## src/rtl/fpu_addsub_pkg.sv

```systemverilog
// Shared constants, special values and FSM state encoding for the
// single-precision add/subtract unit.
package fpu_defs;

  localparam int EXP_W   = 8;
  localparam int MAN_W   = 23;
  localparam int BIAS    = 127;
  localparam int EXP_MAX = 255;

  localparam logic [31:0] QNAN    = 32'h7FC0_0000;
  localparam logic [31:0] POS_INF = 32'h7F80_0000;
  localparam logic [31:0] NEG_INF = 32'hFF80_0000;

  typedef enum logic [2:0] {
    IDLE  = 3'd0,
    ALIGN = 3'd1,
    ADD   = 3'd2,
    NORM  = 3'd3,
    DONE  = 3'd4
  } state_t;

  function automatic logic exp_all_ones(input logic [31:0] v);
    return v[30:23] == EXP_W'(EXP_MAX);
  endfunction

endpackage

```

## src/rtl/fpu_addsub_lzc.sv

```systemverilog
// Combinational 25-bit leading-zero counter; an all-zero input reports 25.
module fp_lzc (
  input  logic [24:0] val,
  output logic [4:0]  cnt
);

  // Scanning upward lets the highest set bit win the last assignment.
  always_comb begin
    cnt = 5'd25;
    for (int unsigned i = 0; i < 25; i++) begin
      if (val[i]) cnt = 5'(24 - i);
    end
  end

endmodule

```

## src/rtl/fpu_addsub.sv

```systemverilog
// Multi-cycle single-precision add/subtract: truncating rounding, denormals
// flushed to zero, write-back triple presented one cycle after DONE.
module fpu_addsub
  import fpu_defs::*;
(
  input  logic        clk,
  input  logic        rst,
  input  logic        start,
  input  logic        op,
  input  logic [31:0] a,
  input  logic [31:0] b,
  input  logic [4:0]  dest_in,
  output logic        busy,
  output logic        done,
  output logic [31:0] result,
  output logic [4:0]  dest_out,
  output logic        reg_write
);

  state_t             state_q, state_d;
  logic [31:0]        a_q, a_d, b_q, b_d;
  logic               op_q, op_d;
  logic [4:0]         dest_q, dest_d;
  logic               sign_q, sign_d, sub_q, sub_d;
  logic signed [9:0]  exp_q, exp_d;
  logic [24:0]        big_q, big_d, small_q, small_d, sum_q, sum_d;
  logic               spec_q, spec_d;
  logic [31:0]        spec_val_q, spec_val_d, res_q, res_d;
  logic [31:0]        result_q, result_d;
  logic [4:0]         dest_out_q, dest_out_d;
  logic               done_q, done_d;

  // Unpack and align signals
  logic [7:0]         a_exp, b_exp, big_exp, small_exp, exp_diff;
  logic [23:0]        a_man, b_man, big_man, small_man;
  logic               sa, sb, a_ge_b, a_nan, b_nan, a_inf, b_inf;
  logic [24:0]        small_sh;
  logic               al_spec;
  logic [31:0]        al_spec_val;

  // Normalise signals
  logic [4:0]         lz, norm_shift;
  logic [22:0]        norm_man;
  logic signed [9:0]  norm_exp;
  logic [31:0]        res_norm;

  always_comb begin
    a_exp     = a_q[30:23];
    b_exp     = b_q[30:23];
    a_man     = (a_exp == '0) ? '0 : {1'b1, a_q[22:0]};
    b_man     = (b_exp == '0) ? '0 : {1'b1, b_q[22:0]};
    sa        = a_q[31];
    sb        = b_q[31] ^ op_q;
    a_nan     = exp_all_ones(a_q) && (a_q[22:0] != '0);
    b_nan     = exp_all_ones(b_q) && (b_q[22:0] != '0);
    a_inf     = exp_all_ones(a_q) && (a_q[22:0] == '0);
    b_inf     = exp_all_ones(b_q) && (b_q[22:0] == '0);
    a_ge_b    = {a_exp, a_man} >= {b_exp, b_man};
    big_exp   = a_ge_b ? a_exp : b_exp;
    small_exp = a_ge_b ? b_exp : a_exp;
    big_man   = a_ge_b ? a_man : b_man;
    small_man = a_ge_b ? b_man : a_man;
    exp_diff  = big_exp - small_exp;
    small_sh  = (exp_diff >= 8'd26) ? '0 : ({1'b0, small_man} >> exp_diff);

    al_spec     = 1'b1;
    al_spec_val = '0;
    if (a_nan || b_nan)         al_spec_val = QNAN;
    else if (a_inf && b_inf)    al_spec_val = (sa != sb) ? QNAN : (sa ? NEG_INF : POS_INF);
    else if (a_inf)             al_spec_val = sa ? NEG_INF : POS_INF;
    else if (b_inf)             al_spec_val = sb ? NEG_INF : POS_INF;
    else if (a_exp == '0 && b_exp == '0) al_spec_val = {sa & sb, 31'b0};
    else                        al_spec = 1'b0;
  end

  fp_lzc u_lzc (
    .val (sum_q),
    .cnt (lz)
  );

  // Without a carry the leading one belongs at bit 23, one below the 25-bit MSB.
  always_comb begin
    norm_shift = lz - 5'd1;
    if (sum_q[24]) begin
      norm_man = sum_q[23:1];
      norm_exp = exp_q + 10'sd1;
    end else begin
      norm_man = 23'(sum_q << norm_shift);
      norm_exp = exp_q - $signed({5'b0, norm_shift});
    end

    if (spec_q)                   res_norm = spec_val_q;
    else if (sum_q == '0)         res_norm = '0;
    else if (norm_exp >= 10'sd255) res_norm = sign_q ? NEG_INF : POS_INF;
    else if (norm_exp <= 10'sd0)  res_norm = {sign_q, 31'b0};
    else                          res_norm = {sign_q, norm_exp[7:0], norm_man};
  end

  always_comb begin
    state_d    = state_q;
    a_d        = a_q;
    b_d        = b_q;
    op_d       = op_q;
    dest_d     = dest_q;
    sign_d     = sign_q;
    sub_d      = sub_q;
    exp_d      = exp_q;
    big_d      = big_q;
    small_d    = small_q;
    sum_d      = sum_q;
    spec_d     = spec_q;
    spec_val_d = spec_val_q;
    res_d      = res_q;
    result_d   = result_q;
    dest_out_d = dest_out_q;
    done_d     = 1'b0;

    case (state_q)
      IDLE: begin
        if (start) begin
          a_d     = a;
          b_d     = b;
          op_d    = op;
          dest_d  = dest_in;
          state_d = ALIGN;
        end
      end
      ALIGN: begin
        sign_d     = a_ge_b ? sa : sb;
        sub_d      = sa ^ sb;
        exp_d      = {2'b00, big_exp};
        big_d      = {1'b0, big_man};
        small_d    = small_sh;
        spec_d     = al_spec;
        spec_val_d = al_spec_val;
        state_d    = ADD;
      end
      ADD: begin
        sum_d   = sub_q ? (big_q - small_q) : (big_q + small_q);
        state_d = NORM;
      end
      NORM: begin
        res_d   = res_norm;
        state_d = DONE;
      end
      DONE: begin
        done_d     = 1'b1;
        result_d   = res_q;
        dest_out_d = dest_q;
        if (start) begin
          a_d     = a;
          b_d     = b;
          op_d    = op;
          dest_d  = dest_in;
          state_d = ALIGN;
        end else begin
          state_d = IDLE;
        end
      end
      default: state_d = IDLE;
    endcase
  end

  always_ff @(posedge clk or posedge rst) begin
    if (rst) begin
      state_q    <= IDLE;
      a_q        <= '0;
      b_q        <= '0;
      op_q       <= 1'b0;
      dest_q     <= '0;
      sign_q     <= 1'b0;
      sub_q      <= 1'b0;
      exp_q      <= '0;
      big_q      <= '0;
      small_q    <= '0;
      sum_q      <= '0;
      spec_q     <= 1'b0;
      spec_val_q <= '0;
      res_q      <= '0;
      result_q   <= '0;
      dest_out_q <= '0;
      done_q     <= 1'b0;
    end else begin
      state_q    <= state_d;
      a_q        <= a_d;
      b_q        <= b_d;
      op_q       <= op_d;
      dest_q     <= dest_d;
      sign_q     <= sign_d;
      sub_q      <= sub_d;
      exp_q      <= exp_d;
      big_q      <= big_d;
      small_q    <= small_d;
      sum_q      <= sum_d;
      spec_q     <= spec_d;
      spec_val_q <= spec_val_d;
      res_q      <= res_d;
      result_q   <= result_d;
      dest_out_q <= dest_out_d;
      done_q     <= done_d;
    end
  end

  assign busy      = (state_q == ALIGN) || (state_q == ADD) || (state_q == NORM);
  assign done      = done_q;
  assign result    = result_q;
  assign dest_out  = dest_out_q;
  assign reg_write = done_q && (dest_out_q != '0);

endmodule

```

## config.mk

```make
export PLATFORM = sky130hd
export DESIGN_NAME = fpu_addsub
export DESIGN_NICKNAME = d
export VERILOG_FILES = /design/src/rtl/fpu_addsub_pkg.sv /design/src/rtl/fpu_addsub_lzc.sv /design/src/rtl/fpu_addsub.sv
export SDC_FILE = /design/constraint.sdc
export NUM_CORES = 1
export LEC_CHECK = 0
export ABC_AREA = 1
export BUFFER_PORTS_ARGS = -buffer_cell sky130_fd_sc_hd__clkbuf_2
export CAP_MARGIN = 20
export CORE_UTILIZATION = 62
export DETAILED_ROUTE_END_ITERATION = 7
export PLACE_DENSITY = 0.82
export SYNTH_ARGS = -nofsm -noshare
export SYNTH_HDL_FRONTEND = slang
export SYNTH_SLANG_ARGS = --single-unit
export TNS_END_PERCENT = 30
```

## constraint.sdc

```tcl
create_clock -name clk -period 10.19 [get_ports clk]
set_input_delay 2.038 -clock clk [delete_from_list [all_inputs] [get_ports clk]]
set_output_delay 2.038 -clock clk [all_outputs]
set_load 0.05 [all_outputs]
```

==> flow_summary.yaml <==
synthesis:
  synth_top_cells_by_area: "sky130_fd_sc_hd__dfrtp_1 38%, sky130_fd_sc_hd__nand2_1 15%, sky130_fd_sc_hd__nand3_1 6.1%"
  synth-main-ff-cell: "sky130_fd_sc_hd__dfrtp_1"
  avgSynthCellArea_um2: 7.10
  ys_seq_area_frac: 0.375
  async_reset_ff_frac: 1.00
  ys_seq_elements: 230
  synth.area.mux_share: 0.0123
  ys_types: 61
  synth_fp_nets: 2301
  synth_xor_xnor_area_share: 0.0302
  synth-edff-count: 0
  post_synth_and_or_nand_nor_area_fraction: 0.289
  share_of_synthesized_cell_area_in_full_adder_half_adder_and_majority_cells: 0.0564
  synth_area_mm2: 0.0153
  synth_top_family_by_area: "simple AND/OR/NAND/NOR gates"
  synth_top_cell_area_share: 0.375
  post-synth-top-area-cell: "sky130_fd_sc_hd__dfrtp_1"
  syn-instance-count: 2160
  synth-warning-count: 0
  compound_cell_area_share_of_the_yosys_netlist: 0.155
timing:
  finalWorstPathRequiredPeriod_ns: 6.75
  fmaxAchievable_ghz: 0.148
  postLayoutSetupSlackWorst_ns: 3.44
  transition_time_at_the_pin_with_the_least_slew_margin_ns: 0.956
  tns_ns: 0
  whs_ns: 0.474
  max-slew-margin-rel: 0.363
  finalCritPeriodShare: 0.663
  rsz0062_at_grt: "false"
  report.final.setup_viol: 0
  slew_viol_final: 0
  number_of_failing_hold_endpoints_at_the_final_stage: 0
  final.setup_skew_ns: 0.0149
layout:
  most_common_library_cell_in_the_layout_ignoring_fill_and_taps: "sky130_fd_sc_hd__nand2_1"
  nNetsFinal: 2356
  post_route_cells_drive_above_1_share: 0.105
  area_delta_synth_final_pct: 10.5
  layout_common_cells: "615 x sky130_fd_sc_hd__nand2_1, 230 x sky130_fd_sc_hd__dfrtp_1, 206 x sky130_fd_sc_hd__inv_1"
  post-route-cell-area_mm2: 0.0170
  num_antenna_cells: 0
placed_design:
  gp_congestion: 0.983
  numPortBuffers: 112
  place.detailed.hpwl_um: 32800
  post-place-ws_ns: 3.61
  placed_cell_area_mm2: 0.0160
global_route:
  antenna_found_initial: 0
  grt_usage: 0.350
  number_of_global_route_vias_before_repair: 14300
  pin_count_of_the_biggest_net_entering_global_routing: 85
  grt_pass1_wl_um: 72200
  overflow: 0
die:
  horizontal_die_dimension_um: 159
  floorplan.core_area_mm2: 0.0243
  floorplan.rows: 57
  initial_utilization: 0.631
  floorplan.die.height_um: 159
  die_area_mm2: 0.0254
  pin_count: 113
setup_path:
  crit_path_start_kind: "flop"
  r2r_setup_slack_ns: 3.44
  crit_path_max_fo: 49
  criticalPathCategory: "flop to flop"
  cp_slowest_stage_delay_ns: 0.75
  worst-endpoint-required_ns: 10.58
  worst_setup_path_end_kind: "flop"
  critical-path-slowest-cell: "sky130_fd_sc_hd__inv_2"
  crit_top_cell: "sky130_fd_sc_hd__nand2_1"
  worst_ep_arrival_time_ns: 7.14
clock_tree:
  cts_tree: "built"
  cts_htree_levels: 1
  cts-resized-gates: 0
  cts_sinks: 230
  post-cts-setup-buffers: 0
  clock_insertion_delay_worst_skew_ns: 0.54
  cts.path.max_buffers: 3
  tritoncts.num_buffers: 26
  clock-root-buffer: "sky130_fd_sc_hd__clkbuf_16"
  cts_hold_repair.buffers: 0
  clk_pin_slew_worst_paths_ns: 0.06
route:
  route.detailed.vias_per_inst: 5.75
  num_vias: 14700
  wl_um: 43600
  post-route-drc-count: 0
  drt_pre_antenna_iters: 6
  count_of_nets_left_with_antenna_violations_after_detail_routing: 0
  number_of_design_rule_violations_left_by_the_first_detailed_router_iteration: 1417
  routedWlPerCell_um: 17.0
flow_run:
  max_cap_violations: 0
outcome:
  status: "complete, no violations"
worst_hold_path:
  timing.hold.worst.class: "flop to flop"
critical path, delay by kind of cell (launching register included):
family                   cells  cell delay [ns]
AO/OA/AOI/OAI                7             0.78
XOR/XNOR                     1             0.72
adder cells (fa/ha/maj)      1             0.26
buffers and inverters        5             1.97
flip-flops                   1             0.37
AND/OR/NAND/NOR             14             2.45
area by class of cell:
cell class	instances	area [µm²]
clock inverter	13	166
multi-input combinational	1606	8340
sequential	230	5760
inverter	227	861
fill	2105	7370
tap	324	405
timing repair buffer	124	663
clock buffer	35	766
final timing paths:
check | startpoint | to | cells past startpoint
min reg2reg | res_q[5] | result[5] | 2
max reg2reg | b_q[26] | small_q[12] | 28
min in group asynchronous | rst | b_q[31] | 2
max in group asynchronous | rst | sum_q[7] | 3
min | res_q[5] | result[5] | 2
max | b_q[26] | small_q[12] | 28
registers in the layout, indices dropped and copies added, names as in the netlist, 5 cells and up:
name      cells
big_q        24
small_q      24
dest_out      5
a_q          32
res_q        32
dest_q        5
result       32
b_q          32
exp_q         8
sum_q        25
per-layer routing:
layer | GRT usage | routed length (µm) | vias to the layer above | share of wire
met3 | 0.0386 | 2150 | 138 | 0.049
li1 | - | - | 7235 | -
met1 | 0.428 | 18000 | 6829 | 0.41
met4 | 0.176 | 2370 | 0 | 0.054
met2 | 0.614 | 21100 | 504 | 0.48
met5 | 0 | 0 | - | 0
through the flow:
| stage | utilization | instances |
|---|---|---|
| finish | 0.697 | 2559 |
| global route | 0.697 | 2559 |
| CTS | 0.696 | 2557 |
| detailed placement | 0.658 | 2509 |
| global placement | 0.658 | 2509 |
| floorplan | - | 2160 |
cells in the mapped netlist (3+ instances only):
cell type,instances
sky130_fd_sc_hd__nand2_1,616
sky130_fd_sc_hd__dfrtp_1,230
sky130_fd_sc_hd__inv_1,207
sky130_fd_sc_hd__nand3_1,187
sky130_fd_sc_hd__nor2_1,175
sky130_fd_sc_hd__o21ai_0,168
sky130_fd_sc_hd__a21oi_1,116
sky130_fd_sc_hd__clkbuf_1,70
sky130_fd_sc_hd__ha_1,66
sky130_fd_sc_hd__o22ai_1,31
sky130_fd_sc_hd__xnor2_1,25
sky130_fd_sc_hd__o21ai_1,24
sky130_fd_sc_hd__xor2_1,21
sky130_fd_sc_hd__o221ai_1,20
sky130_fd_sc_hd__nand4_1,19
sky130_fd_sc_hd__o21a_1,19
sky130_fd_sc_hd__inv_2,15
sky130_fd_sc_hd__mux2_2,15
sky130_fd_sc_hd__buf_1,14
sky130_fd_sc_hd__o211ai_1,13
sky130_fd_sc_hd__nor3_1,12
sky130_fd_sc_hd__nor4_1,11
sky130_fd_sc_hd__nand2_2,7
sky130_fd_sc_hd__buf_2,6
sky130_fd_sc_hd__a211oi_1,5
sky130_fd_sc_hd__a31oi_1,5
sky130_fd_sc_hd__or2_2,5
sky130_fd_sc_hd__and2_1,4
sky130_fd_sc_hd__buf_6,4
sky130_fd_sc_hd__clkinv_1,4
sky130_fd_sc_hd__buf_4,3
sky130_fd_sc_hd__nand2_4,3
sky130_fd_sc_hd__o2111ai_1,3
cells by family after synthesis:
logic type | after synthesis
compound gates | 417
xor+xnor | 49
fa+ha+maj | 68
buf+inv | 324
flops | 230
mux | 17
simple gates | 1055
Power is left out: the tool's default activity adds up to more than one toggle a clock period on the data nets, which glitch-free logic cannot reach.
